`src/rtl/conv_layer_sequencer.sv`:
```
// Layer controller for the 32x32 conv engine: walks output pixels in row-major order,
// requests each input patch, starts the engine and addresses every result batch.
module conv_layer_sequencer #(
  parameter int ADDR_W = 24,
  parameter int DIM_W  = 10,
  parameter int PIX_W  = 20
) (
  input  logic                     clk,
  input  logic                     rst,
  input  logic                     start,
  input  logic [DIM_W-1:0]         cfg_h_in,
  input  logic [DIM_W-1:0]         cfg_w_in,
  input  logic [10:0]              cfg_c_in,
  input  logic [10:0]              cfg_c_out,
  input  logic [3:0]               cfg_kernel,
  input  logic [1:0]               cfg_stride,
  input  logic [1:0]               cfg_pad,
  output logic                     busy,
  output logic                     done,
  output logic                     cfg_err,
  output logic                     patch_req,
  output logic signed [11:0]       patch_iy,
  output logic signed [11:0]       patch_ix,
  input  logic                     patch_ack,
  output logic                     eng_start,
  output logic [10:0]              eng_c_in,
  output logic [10:0]              eng_c_out,
  output logic [3:0]               eng_kernel,
  input  logic                     eng_out_valid,
  input  logic [8:0]               eng_out_ch_base,
  input  logic [5:0]               eng_out_count,
  input  logic                     eng_done,
  output logic                     wr_valid,
  output logic [ADDR_W-1:0]        wr_addr,
  output logic [5:0]               wr_count,
  output logic [PIX_W-1:0]         pix_count
);

  typedef enum logic [2:0] {IDLE, CHECK, PATCH_REQ, ENG_START, ENG_WAIT, NEXT, DONE} state_t;

  state_t              state_reg, state_next;
  logic [DIM_W-1:0]    h_reg, w_reg;
  logic [10:0]         c_in_reg, c_out_reg;
  logic [3:0]          k_reg;
  logic [1:0]          s_reg, p_reg;
  logic signed [11:0]  iy_reg, ix_reg;
  logic [ADDR_W-1:0]   pix_base_reg;
  logic [PIX_W-1:0]    pix_count_reg;
  logic                err_reg;

  logic signed [11:0]  pad_s, stride_s, k_s, h_s, w_s;
  logic                cfg_bad, ix_fits, iy_fits;

  always_comb begin
    pad_s    = signed'({10'd0, p_reg});
    stride_s = signed'({10'd0, s_reg});
    k_s      = signed'({8'd0, k_reg});
    h_s      = signed'(12'(h_reg));
    w_s      = signed'(12'(w_reg));
    cfg_bad  = (k_reg != 4'd1 && k_reg != 4'd3) || (s_reg != 2'd1 && s_reg != 2'd2) ||
               (p_reg > 2'd1) || (h_reg == '0) || (w_reg == '0) ||
               (c_in_reg == '0) || (c_out_reg == '0) || (c_out_reg > 11'd512) ||
               (h_s + 2 * pad_s < k_s) || (w_s + 2 * pad_s < k_s);
    // Window stepping compares the far edge of the next window against the padded extent.
    ix_fits  = (ix_reg + stride_s + k_s) <= (w_s + pad_s);
    iy_fits  = (iy_reg + stride_s + k_s) <= (h_s + pad_s);
  end

  always_ff @(posedge clk) begin
    if (rst) begin
      state_reg     <= IDLE;
      h_reg         <= '0;
      w_reg         <= '0;
      c_in_reg      <= '0;
      c_out_reg     <= '0;
      k_reg         <= '0;
      s_reg         <= '0;
      p_reg         <= '0;
      iy_reg        <= '0;
      ix_reg        <= '0;
      pix_base_reg  <= '0;
      pix_count_reg <= '0;
      err_reg       <= 1'b0;
    end else begin
      state_reg <= state_next;
      case (state_reg)
        IDLE: if (start) begin
          h_reg     <= cfg_h_in;
          w_reg     <= cfg_w_in;
          c_in_reg  <= cfg_c_in;
          c_out_reg <= cfg_c_out;
          k_reg     <= cfg_kernel;
          s_reg     <= cfg_stride;
          p_reg     <= cfg_pad;
        end
        CHECK: begin
          err_reg <= cfg_bad;
          if (!cfg_bad) begin
            iy_reg        <= -pad_s;
            ix_reg        <= -pad_s;
            pix_base_reg  <= '0;
            pix_count_reg <= '0;
          end
        end
        NEXT: begin
          pix_base_reg  <= pix_base_reg + ADDR_W'(c_out_reg);
          pix_count_reg <= pix_count_reg + 1'b1;
          if (ix_fits) begin
            ix_reg <= ix_reg + stride_s;
          end else if (iy_fits) begin
            ix_reg <= -pad_s;
            iy_reg <= iy_reg + stride_s;
          end
        end
        default: ;
      endcase
    end
  end

  always_comb begin
    state_next = state_reg;
    busy       = 1'b0;
    done       = 1'b0;
    cfg_err    = 1'b0;
    patch_req  = 1'b0;
    eng_start  = 1'b0;
    wr_valid   = 1'b0;
    wr_addr    = '0;
    wr_count   = '0;
    case (state_reg)
      IDLE: if (start) state_next = CHECK;
      CHECK: begin
        busy       = 1'b1;
        state_next = cfg_bad ? DONE : PATCH_REQ;
      end
      PATCH_REQ: begin
        busy      = 1'b1;
        patch_req = 1'b1;
        if (patch_ack) state_next = ENG_START;
      end
      ENG_START: begin
        busy       = 1'b1;
        eng_start  = 1'b1;
        state_next = ENG_WAIT;
      end
      ENG_WAIT: begin
        busy = 1'b1;
        if (eng_out_valid) begin
          wr_valid = 1'b1;
          wr_addr  = pix_base_reg + ADDR_W'(eng_out_ch_base);
          wr_count = eng_out_count;
        end
        if (eng_done) state_next = NEXT;
      end
      NEXT: begin
        busy       = 1'b1;
        state_next = (ix_fits || iy_fits) ? PATCH_REQ : DONE;
      end
      DONE: begin
        done       = 1'b1;
        cfg_err    = err_reg;
        state_next = IDLE;
      end
      default: state_next = IDLE;
    endcase
  end

  assign patch_iy   = iy_reg;
  assign patch_ix   = ix_reg;
  assign eng_c_in   = c_in_reg;
  assign eng_c_out  = c_out_reg;
  assign eng_kernel = k_reg;
  assign pix_count  = pix_count_reg;

endmodule

```
`config.mk`:
```
export PLATFORM = sky130hd
export DESIGN_NAME = conv_layer_sequencer
export DESIGN_NICKNAME = d
export VERILOG_FILES = /design/src/rtl/conv_layer_sequencer.sv
export SDC_FILE = /design/constraint.sdc
export NUM_CORES = 1
export LEC_CHECK = 0
export BUFFER_PORTS_ARGS = -buffer_cell sky130_fd_sc_hd__buf_2
export CORE_MARGIN = 4
export CORE_UTILIZATION = 35
export DETAILED_ROUTE_END_ITERATION = 10
export PLACE_DENSITY = 0.65
export SLEW_MARGIN = 25
export SYNTH_ARGS = -nofsm -noshare
export SYNTH_HDL_FRONTEND = slang
export SYNTH_SLANG_ARGS = --single-unit
```
`constraint.sdc`:
```
create_clock -name clk -period 6.85 [get_ports clk]
set_clock_uncertainty 0.05 [all_clocks]
set_input_delay 0.3425 -clock clk [delete_from_list [all_inputs] [get_ports clk]]
set_output_delay 0.3425 -clock clk [all_outputs]
set_load 0.1 [all_outputs]
```
; Word-level counts from Yosys, hierarchy flattened
; Index checks and enable logic that the tools add are counted.
[word_totals]
romBits = 0
inputBits = 71
output_inout_bits = 106
register_bits = 122
latch_bits = 0
memories = 0
word_cells = 100
mem_bits_rw = 0
[classes]
reduce_logical = 24
mux = 28
eq_ne = 17
div = 0
n_shift = 0
order_cmp = 6
n_bitwise = 0
multipliers = 0
add_sub_neg = 12
[ops]
columns = operator, n
row1 = two-way mux 24 bit, 3
row2 = two-way mux 12 bit, 5
row3 = case mux 12 bit (2 select lines), 2
row4 = case mux 24 bit (2 select lines), 1
row5 = case mux 20 bit (2 select lines), 1
row6 = adder 12 x 3 -> 12 bit, 2
row7 = adder 12 x 5 -> 12 bit, 2
row8 = adder 24 x 11 -> 24 bit, 1
row9 = adder 24 x 9 -> 24 bit, 1
row10 = <= comparator 12 bit, 2
row11 = adder 10 x 2 -> 11 bit, 2
row12 = adder 10 x 3 -> 11 bit, 2
row13 = zero test 11 bit, 2
row14 = less-than comparator 11 x 4 -> 1 bit, 2
row15 = "adder 20 x 1 -> 20 bit, second input constant", 1
row16 = zero test 10 bit, 2
row17 = two-way mux 20 bit, 1
row18 = case mux 3 bit (6 select lines), 1
row19 = two-way mux 3 bit, 5
row20 = "inequality test 2 bit, second input constant", 7
row21 = two-way mux 6 bit, 2
row22 = negation 2 -> 12 bit, 1
row23 = "> comparator 11 x 10 -> 1 bit, second input constant", 1
row24 = logical OR 1 bit, 10
row25 = other kinds (16), 28

; Depth between registers and ports, before layout
; Gate-level depths: netlist of the first run.
[depth]
ltp_word = 13
ltp_mapped = 22
depth_no_buf = 21

; Worst setup path before layout of the first run
; OpenSTA, ideal clock, no wires.
[synth_timing]
kind = register to register
start = reg ix_reg[0], in the netlist patch_ix[0]
end = reg ix_reg[11], in the netlist patch_ix[11]
stages_incl_launch_ff = 23
t_required_ps = 6730
setup_ps = 70
period_less_slack_ps = 5380
t_arrival_ps = 5260
slack_ps = 1470
cell_sequence = dfxtp_1 ha_1 inv_1 fa_1 inv_1 ha_1 a21o_1 a21o_1 a21o_1 and3_1 clkbuf_1 nand2_1 xor2_1 ha_1 nand4_1 nor2_1 a21boi_0 o32ai_1 and4b_1 o2111a_1 buf_6 a2111o_1 a21oi_1
[synth_between]
elab_chain_len = 5
word_cells_on_any_way = 7
classes_between = add/sub: 2 / order compare: 1 / eq/ne: 1 / mux: 2 / reduce/logical: 1
[synth_rtl]
columns = item, line_no
row1 = start: declaration, 46  ; logic signed [11:0] iy_reg, ix_reg;
row2 = start signal: assignment, 100  ; ix_reg <= -pad_s;
row3 = start signal: assignment, 109  ; ix_reg <= ix_reg + stride_s;
row4 = start signal: assignment, 111  ; ix_reg <= -pad_s;
row5 = adder 12 x 3 -> 12 bit *, "65, 109"
row6 = adder 12 x 5 -> 12 bit, 65  ; ix_fits = (ix_reg + stride_s + k_s) <= (w_s + pad_s);
row7 = <= comparator 12 bit, 65
row8 = inequality test 3 bit (no source line) or two-way mux 12 bit (tied branches), --
row9 = AND reduction 3 bit (no source line) or case mux 12 bit (2 select lines) (tied branches), --
; Mark *: on every way between the ends. The rest lies on a longest branch, timed or not.
; A chain may end at the register's enable or synchronous reset.

; Worst setup path after layout of the first run
[layout_timing]
start = reg s_reg[0]
end = reg ix_reg[5], in the netlist patch_ix[5]
[layout_between]
elab_chain_len = 13
word_cells_on_any_way = 23
classes_between = add/sub: 4 / order compare: 2 / eq/ne: 4 / mux: 2 / reduce/logical: 11
[layout_rtl]
columns = item, line_no
row1 = start: declaration, 45  ; logic [1:0] s_reg, p_reg;
row2 = start signal: assignment, 93  ; s_reg <= cfg_stride;
row3 = "parallel branches: the longest is 13 deep, another holds adder 12 x 3 -> 12 bit", --
; Several ways; the timed one is not identified.

==> out/metrics.yaml, run 1 <==
status: "complete, no violations"
worst_setup_path_start_kind: "flip-flop"
nNetsFinal: 1474
synth.area.top_cells: "dfxtp_1 (27%), ha_1 (9.7%), a21oi_1 (7.0%)"
yosysMostFrequentCell: "nand2_1"
worst_pin_slew_ns: 0.924
gp_congestion: 0.870
multi_input_area_mm2: 0.00624
grt_overflow_total: 0
stdcell_count: 1665
whs_ns: 0.0926
synth-adder-area-share: 0.120
holdBufCountCts: 0
synth_top_family_by_area: "simple AND/OR/NAND/NOR gates"
synth_cells: 1193
rows: 58
maxSlewViolCount: 0
synth-compound-area-share: 0.223
wl_per_cell_um: 16.5
synthXorXnorAreaFrac: 0.0775
ctsRootBufferMaster: "clkbuf_16"
synth_top_cell_by_area: "dfxtp_1"
dr.pass1.iters: 5
crit_type: "reg2reg"
dieArea_mm2: 0.0287
setup_tns_ns: 0
wl_um: 27500
avgSynthCellArea_um2: 7.66
clock-sinks: 122
fmax_ghz: 0.185
max-slew-margin-rel: 0.381
ant_nets: 0
ys_ff_latch: 122
drv_cap: 0
grt_pass1_vias: 8743
async_flop_share: 0
grt_use_total: 0.188
powerDensity_mw_per_mm2: 229
arrival_ns: 5.69
p_leak_nw: 4.63
cp.required_ns: 7.13
antenna_found_initial: 0
regArea_mm2: 0.00244
dp_hpwl_um: 20400
total_power_mw: 2.46
final-setup-viol-count: 0
first_iter_violations: 611
grt_max_degree: 76
yosysWarnings: 0
cp-end-kind: "flip-flop"
die-width_um: 170
grt_pass1_wl_um: 44800
synth_top_area_frac: 0.267
htreeDepth: 4
post-route-util: 0.423
start_util: 0.360
vias: 9052
largest_register_ffs: 24
fin_crit_ns: 5.41
rr_startpoint: "s_reg[0]"
numCtsBuffers: 17
hp-class: "in2reg"
synth_common_cells: "nand2_1 (170), a21oi_1 (128), dfxtp_1 (122)"
port_buffers: 176
postCtsSetupBuffers: 0
synthesis.nets: 1345
die_y_um: 170
drc_errors: 0
synth_cell_type_count: 72
syn_area_mm2: 0.00914
clk_latency_ns: 0.43
drive_gt1_frac: 0.178
fin_crit_sh: 0.790
fillers: 2662
startpoint: "s_reg[0]"
cts_resized: 0
viasPerCell: 5.44
min_from: "cfg_c_out[2]"
diodes: 0
clkTransAtPathRegs_ns: 0.07
synthMuxAreaShare: 0.00452
areaGrowthSynthToFinish_pct: 17.7
num_io_pins: 177
coreArea_mm2: 0.0254
rsz0062_at_grt: "no"
clockBufferDepth: 2
synthSimpleGateAreaFrac: 0.256
ys_seq_area_frac: 0.267
hold_violations: 0
cts_tree: "done"
crit_fanout: 16
vdd_drop_max_mv: 0.198
synth_ff_type: "dfxtp_1"
synth-edff-count: 0
placedCellCount: 1633
-- critical path: stages (launching register included) --
cell and delay (ns):
dfxtp_1 0.39, ha_1 0.22, inv_1 0.06, fa_1 0.53, and2b_1 0.30, nand4_1 0.12, xnor2_1 0.40, and3_1 0.38
nand2_1 0.10, xor2_1 0.16, ha_1 0.33, nand4_1 0.08, nor2_1 0.07, a21boi_0 0.12, o32ai_1 0.50, and4b_1 0.33
nor3_2 0.72, a211oi_1 0.21, o32ai_1 0.25
-- through the flow --
stage	cell area (um2)	worst slack (ns)
final	10700	1.44
after CTS	10700	1.38
after detailed placement	10200	1.42
after floorplan	9140	1.47
after global placement	10200	1.50
after global routing	10700	1.04
-- per-layer routing --
metal  vias to the layer above  share of wire  wire (um)  GRT usage
met3                        29          0.055       1520     0.0412
met2                       246           0.46      12700      0.307
met4                         0          0.017        471     0.0522
li1                       4542              -          -          -
met1                      4235           0.47      12800      0.252
met5                         -              0          0          0
-- cell families (layout without fill, tap and decap cells) --
kind of cell / after synthesis / after routing
XOR/XNOR: 80 / 80
buffers and inverters: 117 / 259
AO/OA/AOI/OAI: 314 / 314
flip-flops: 122 / 122
AND/OR/NAND/NOR: 474 / 474
adder cells (fa/ha/maj): 82 / 82
multiplexers: 4 / 4
-- area by class of cell --
| type | count | share of cell area |
|---|---|---|
| multi-input cells | 954 | 0.581 |
| inverters | 45 | 0.0157 |
| flip-flops and latches | 122 | 0.227 |
| clock inverters | 14 | 0.0116 |
| well taps | 330 | 0.0384 |
| repair buffers | 182 | 0.0864 |
| clock buffers | 18 | 0.0399 |
-- path summary, 6_finish.rpt --
kind	slack [ns]	depth (start not counted)	endpoint
worst max register to register	1.44	18	patch_ix[5]
worst max-delay path	1.44	18	patch_ix[5]
worst min register to register	0.42	2	eng_c_in[8]
worst min-delay path	0.09	3	eng_c_out[2]
-- cells in the final DEF, fill, tap and decap left out, drive strengths merged, types with 15 or more instances in the layout --
master | netlist | routed
ha | 71 | 71
clkbuf | 49 | 18
xor2 | 31 | 31
o21ai | 31 | 31
nor3 | 23 | 23
inv | 45 | 54
a21oi | 128 | 128
a21o | 24 | 24
xnor2 | 49 | 49
nor2 | 78 | 78
buf | 23 | 182
and2 | 15 | 15
dfxtp | 122 | 122
nand2 | 170 | 170
o211ai | 21 | 21
and3 | 29 | 29
a211oi | 17 | 17
nand3 | 67 | 67
-- report_power, final --
| group | leakage (nW) | switching [mW] | internal, mW | total [mW] |
|---|---|---|---|---|
| sequential | 0.990 | 0.0784 | 0.752 | 0.830 |
| clock | 0.267 | 0.383 | 0.477 | 0.859 |
| combinational | 3.37 | 0.548 | 0.225 | 0.773 |
| total | 4.63 | 1.01 | 1.45 | 2.46 |
(Power assumes the default switching activity.)
==> run 2, diff against run 1 <==
- ABC_AREA: unset -> 1
- clock period: 6.85 -> 5.4 ns (I/O delays scaled with it)
==> out/metrics.yaml, run 2 <==
fillers: 2741  # +3.0%
rows: 59  # +1.7%
synth.area.top_cells: "dfxtp_1 (26%), nand2_1 (15%), ha_1 (9.6%)"
total_power_mw: 5.76  # +130%
status: "complete, no violations"
ys_ff_latch: 122  # unchanged
synth-edff-count: 0  # unchanged
pwr-share-seq: 0.228  # -0.109
viasPerCell: 5.07  # -6.8%
place_ws_ns: 0.805  # -0.612 ns
yosysMostFrequentCell: "nand2_1"
grt_overflow_total: 0  # unchanged
yosysWarnings: 0  # unchanged
grt_pass1_vias: 9323  # +6.6%
port_buffers: 176  # unchanged
diodes: 0  # unchanged
synth_top_cell_by_area: "dfxtp_1"
areaGrowthSynthToFinish_pct: 19.2
max-slew-margin-rel: 0.339  # -0.0412
combPwrFrac: 0.554  # +0.240
cts_tree: "done"
htreeDepth: 4  # unchanged
grt_max_degree: 55  # -28%
p_leak_nw: 5.38  # +16%
crit_slowest_cell: "dfxtp_1"
post-route-util: 0.425  # +0.00158
min_path_cells: 3  # unchanged
nNetsFinal: 1776  # +20%
intPower_mw: 2.64  # +82%
r2r_cells: 31  # +13
largest_register_ffs: 24  # unchanged
swShare: 0.542  # +0.132
grt_pass1_wl_um: 47100  # +5.3%
fmax_ghz: 0.216  # +17%
die-width_um: 171  # +0.77%
wl_per_cell_um: 14.8  # -10%
dieArea_mm2: 0.0292  # +1.6%
postCtsSetupBuffers: 0  # unchanged
start_util: 0.356  # -0.00339
setup_tns_ns: 0  # unchanged
worst_setup_path_start_kind: "flip-flop"
synth_cells: 1467  # +23%
rsz0062_at_grt: "no"
fin_crit_ns: 4.63  # -0.784 ns
cts_resized: 0  # unchanged
crit_fanout: 24  # +8
regArea_mm2: 0.00244  # unchanged
max_stage_delay_ns: 0.41  # -0.31 ns
dp_hpwl_um: 22100  # +8.4%
clockBufferDepth: 2  # unchanged
hp-class: "in2reg"
drive_gt1_frac: 0.156  # -0.0218
startpoint: "s_reg[0]"
holdBufCountCts: 0  # unchanged
drv_cap: 0  # unchanged
numCtsBuffers: 17  # unchanged
crit_type: "reg2reg"
crit_top_cell: "nand2_1"
gp_congestion: 0.899  # +3.3%
syn_area_mm2: 0.00928  # +1.6%
worst_pin_slew_ns: 0.991  # +0.0669 ns
clk_latency_ns: 0.42  # about the same
wl_um: 29300  # +6.3%
drc_errors: 0  # unchanged
synth_ff_type: "dfxtp_1"
clock-sinks: 122  # unchanged
die_y_um: 171  # +0.77%
final_cell_mix: "nand2_1 (364), inv_1 (186), buf_2 (176)"
num_io_pins: 177  # unchanged
hold_violations: 0  # unchanged
dr.pass1.iters: 7  # +2
cp-end-kind: "flip-flop"
synth_common_cells: "nand2_1 (365), inv_1 (187), a21oi_1 (153)"
final.setup.worst_slack_ns: 0.774  # -0.666 ns
async_flop_share: 0  # unchanged
vias: 9994  # +10%
coreArea_mm2: 0.0261  # +2.6%
multi_input_area_mm2: 0.00593  # -5.0%
powerDensity_mw_per_mm2: 520  # +130%
first_iter_violations: 777  # +27%
fin_crit_sh: 0.857  # +0.0670
grt_use_total: 0.198  # +0.00944
clockPowerShare: 0.218  # -0.131
vdd_drop_max_mv: 0.283  # +43%
arrival_ns: 4.89  # -0.80 ns
ys_seq_area_frac: 0.263  # -0.00429
antenna_found_initial: 1  # +1
avgSynthCellArea_um2: 6.33  # -17%
synth_cell_type_count: 43  # -40%
maxSlewViolCount: 0  # unchanged
synth_top_area_frac: 0.263  # -0.00429
ant_nets: 0  # unchanged
layout_commonest_cell: "nand2_1"
power_switching_mw: 3.12  # +210%
ctsRootBufferMaster: "clkbuf_16"
rr_startpoint: "s_reg[0]"
final-setup-viol-count: 0  # unchanged
synthesis.nets: 1619  # +20%
clkTransAtPathRegs_ns: 0.06  # about the same
min_from: "cfg_c_out[7]"
cp.required_ns: 5.67  # -1.46 ns
==> run 2: changes by cell type after synthesis, sizes merged, moves of 19 or more <==
cell and change:
inv +145, a21oi +26, o211ai -19, and3 -29, o21ai +76, a21o -22, nor2 +81, xnor2 -44
nand3 +25, nand2 +208
==> run 2: power groups by stage <==
| stage | Combinational [mW] | Clock (mW) | Sequential (mW) |
|---|---|---|---|
| after CTS | 3.20 | 1.28 | 1.31 |
| after global routing | 3.53 | 1.32 | 1.34 |
| final | 3.19 | 1.25 | 1.32 |
| after floorplan | 1.77 | 0 | 2.06 |
| after global placement | 3.13 | 0 | 1.33 |
| after detailed placement | 3.18 | 0 | 1.33 |
==> run 2: stage by stage <==
| stage | instances | hold slack [ns] | cell area, um2 |
|---|---|---|---|
| 6_report | 1972 | 0.0594 | 11100 |
| 5_1_grt | 1972 | 0.0529 | 11100 |
| 4_1_cts | 1972 | 0.0459 | 11100 |
| 3_5_place_dp | 1940 | 0.407 | 10400 |
| 3_3_place_gp | 1940 | 0.400 | 10400 |
| 2_1_floorplan | 1467 | 0.388 | 9280 |
==> run 2: path summary, 6_finish.rpt <==
| path | endpoint | slack [ns] |
|---|---|---|
| worst min register to register | pix_base_reg[21] | 0.41 |
| worst max register to register | patch_ix[8] | 0.77 |
| worst max-delay path | patch_ix[8] | 0.77 |
| worst min-delay path | eng_c_out[7] | 0.06 |
==> run 2: cells by family after synthesis <==
| group | share of synthesized area |
|---|---|
| xor gates and xnor gates | 0.0330 |
| AOI/OAI and AO/OA | 0.166 |
| adders and majority gates | 0.117 |
| and+or+nand+nor | 0.322 |
| buffers and inverters | 0.0987 |
| DFF | 0.263 |
==> run 2: worst max-delay path, delay by kind of cell (launching register included) <==
kind	cells	cell delay, ns
buffers and inverters	5	0.43
AO/OA/AOI/OAI	2	0.44
flip-flops	1	0.41
XOR/XNOR	1	0.15
AND/OR/NAND/NOR	19	1.81
adder cells (fa/ha/maj)	4	1.19
==> run 2: cell type report <==
cell class | count | share of cell area
Clock buffer | 17 | 0.0384
Clock inverter | 15 | 0.0183
Inverter | 191 | 0.0648
Multi-Input combinational cell | 1109 | 0.536
Sequential cell | 122 | 0.221
Tap cell | 335 | 0.0379
Timing Repair Buffer | 183 | 0.0843
==> run 2: routing by layer <==
layer	track usage	vias up	part of all wire
met5	0	-	0.00044
met4	0.0482	2	0.018
met3	0.0388	33	0.074
met2	0.323	348	0.46
met1	0.270	4505	0.45
li1	-	5106	-
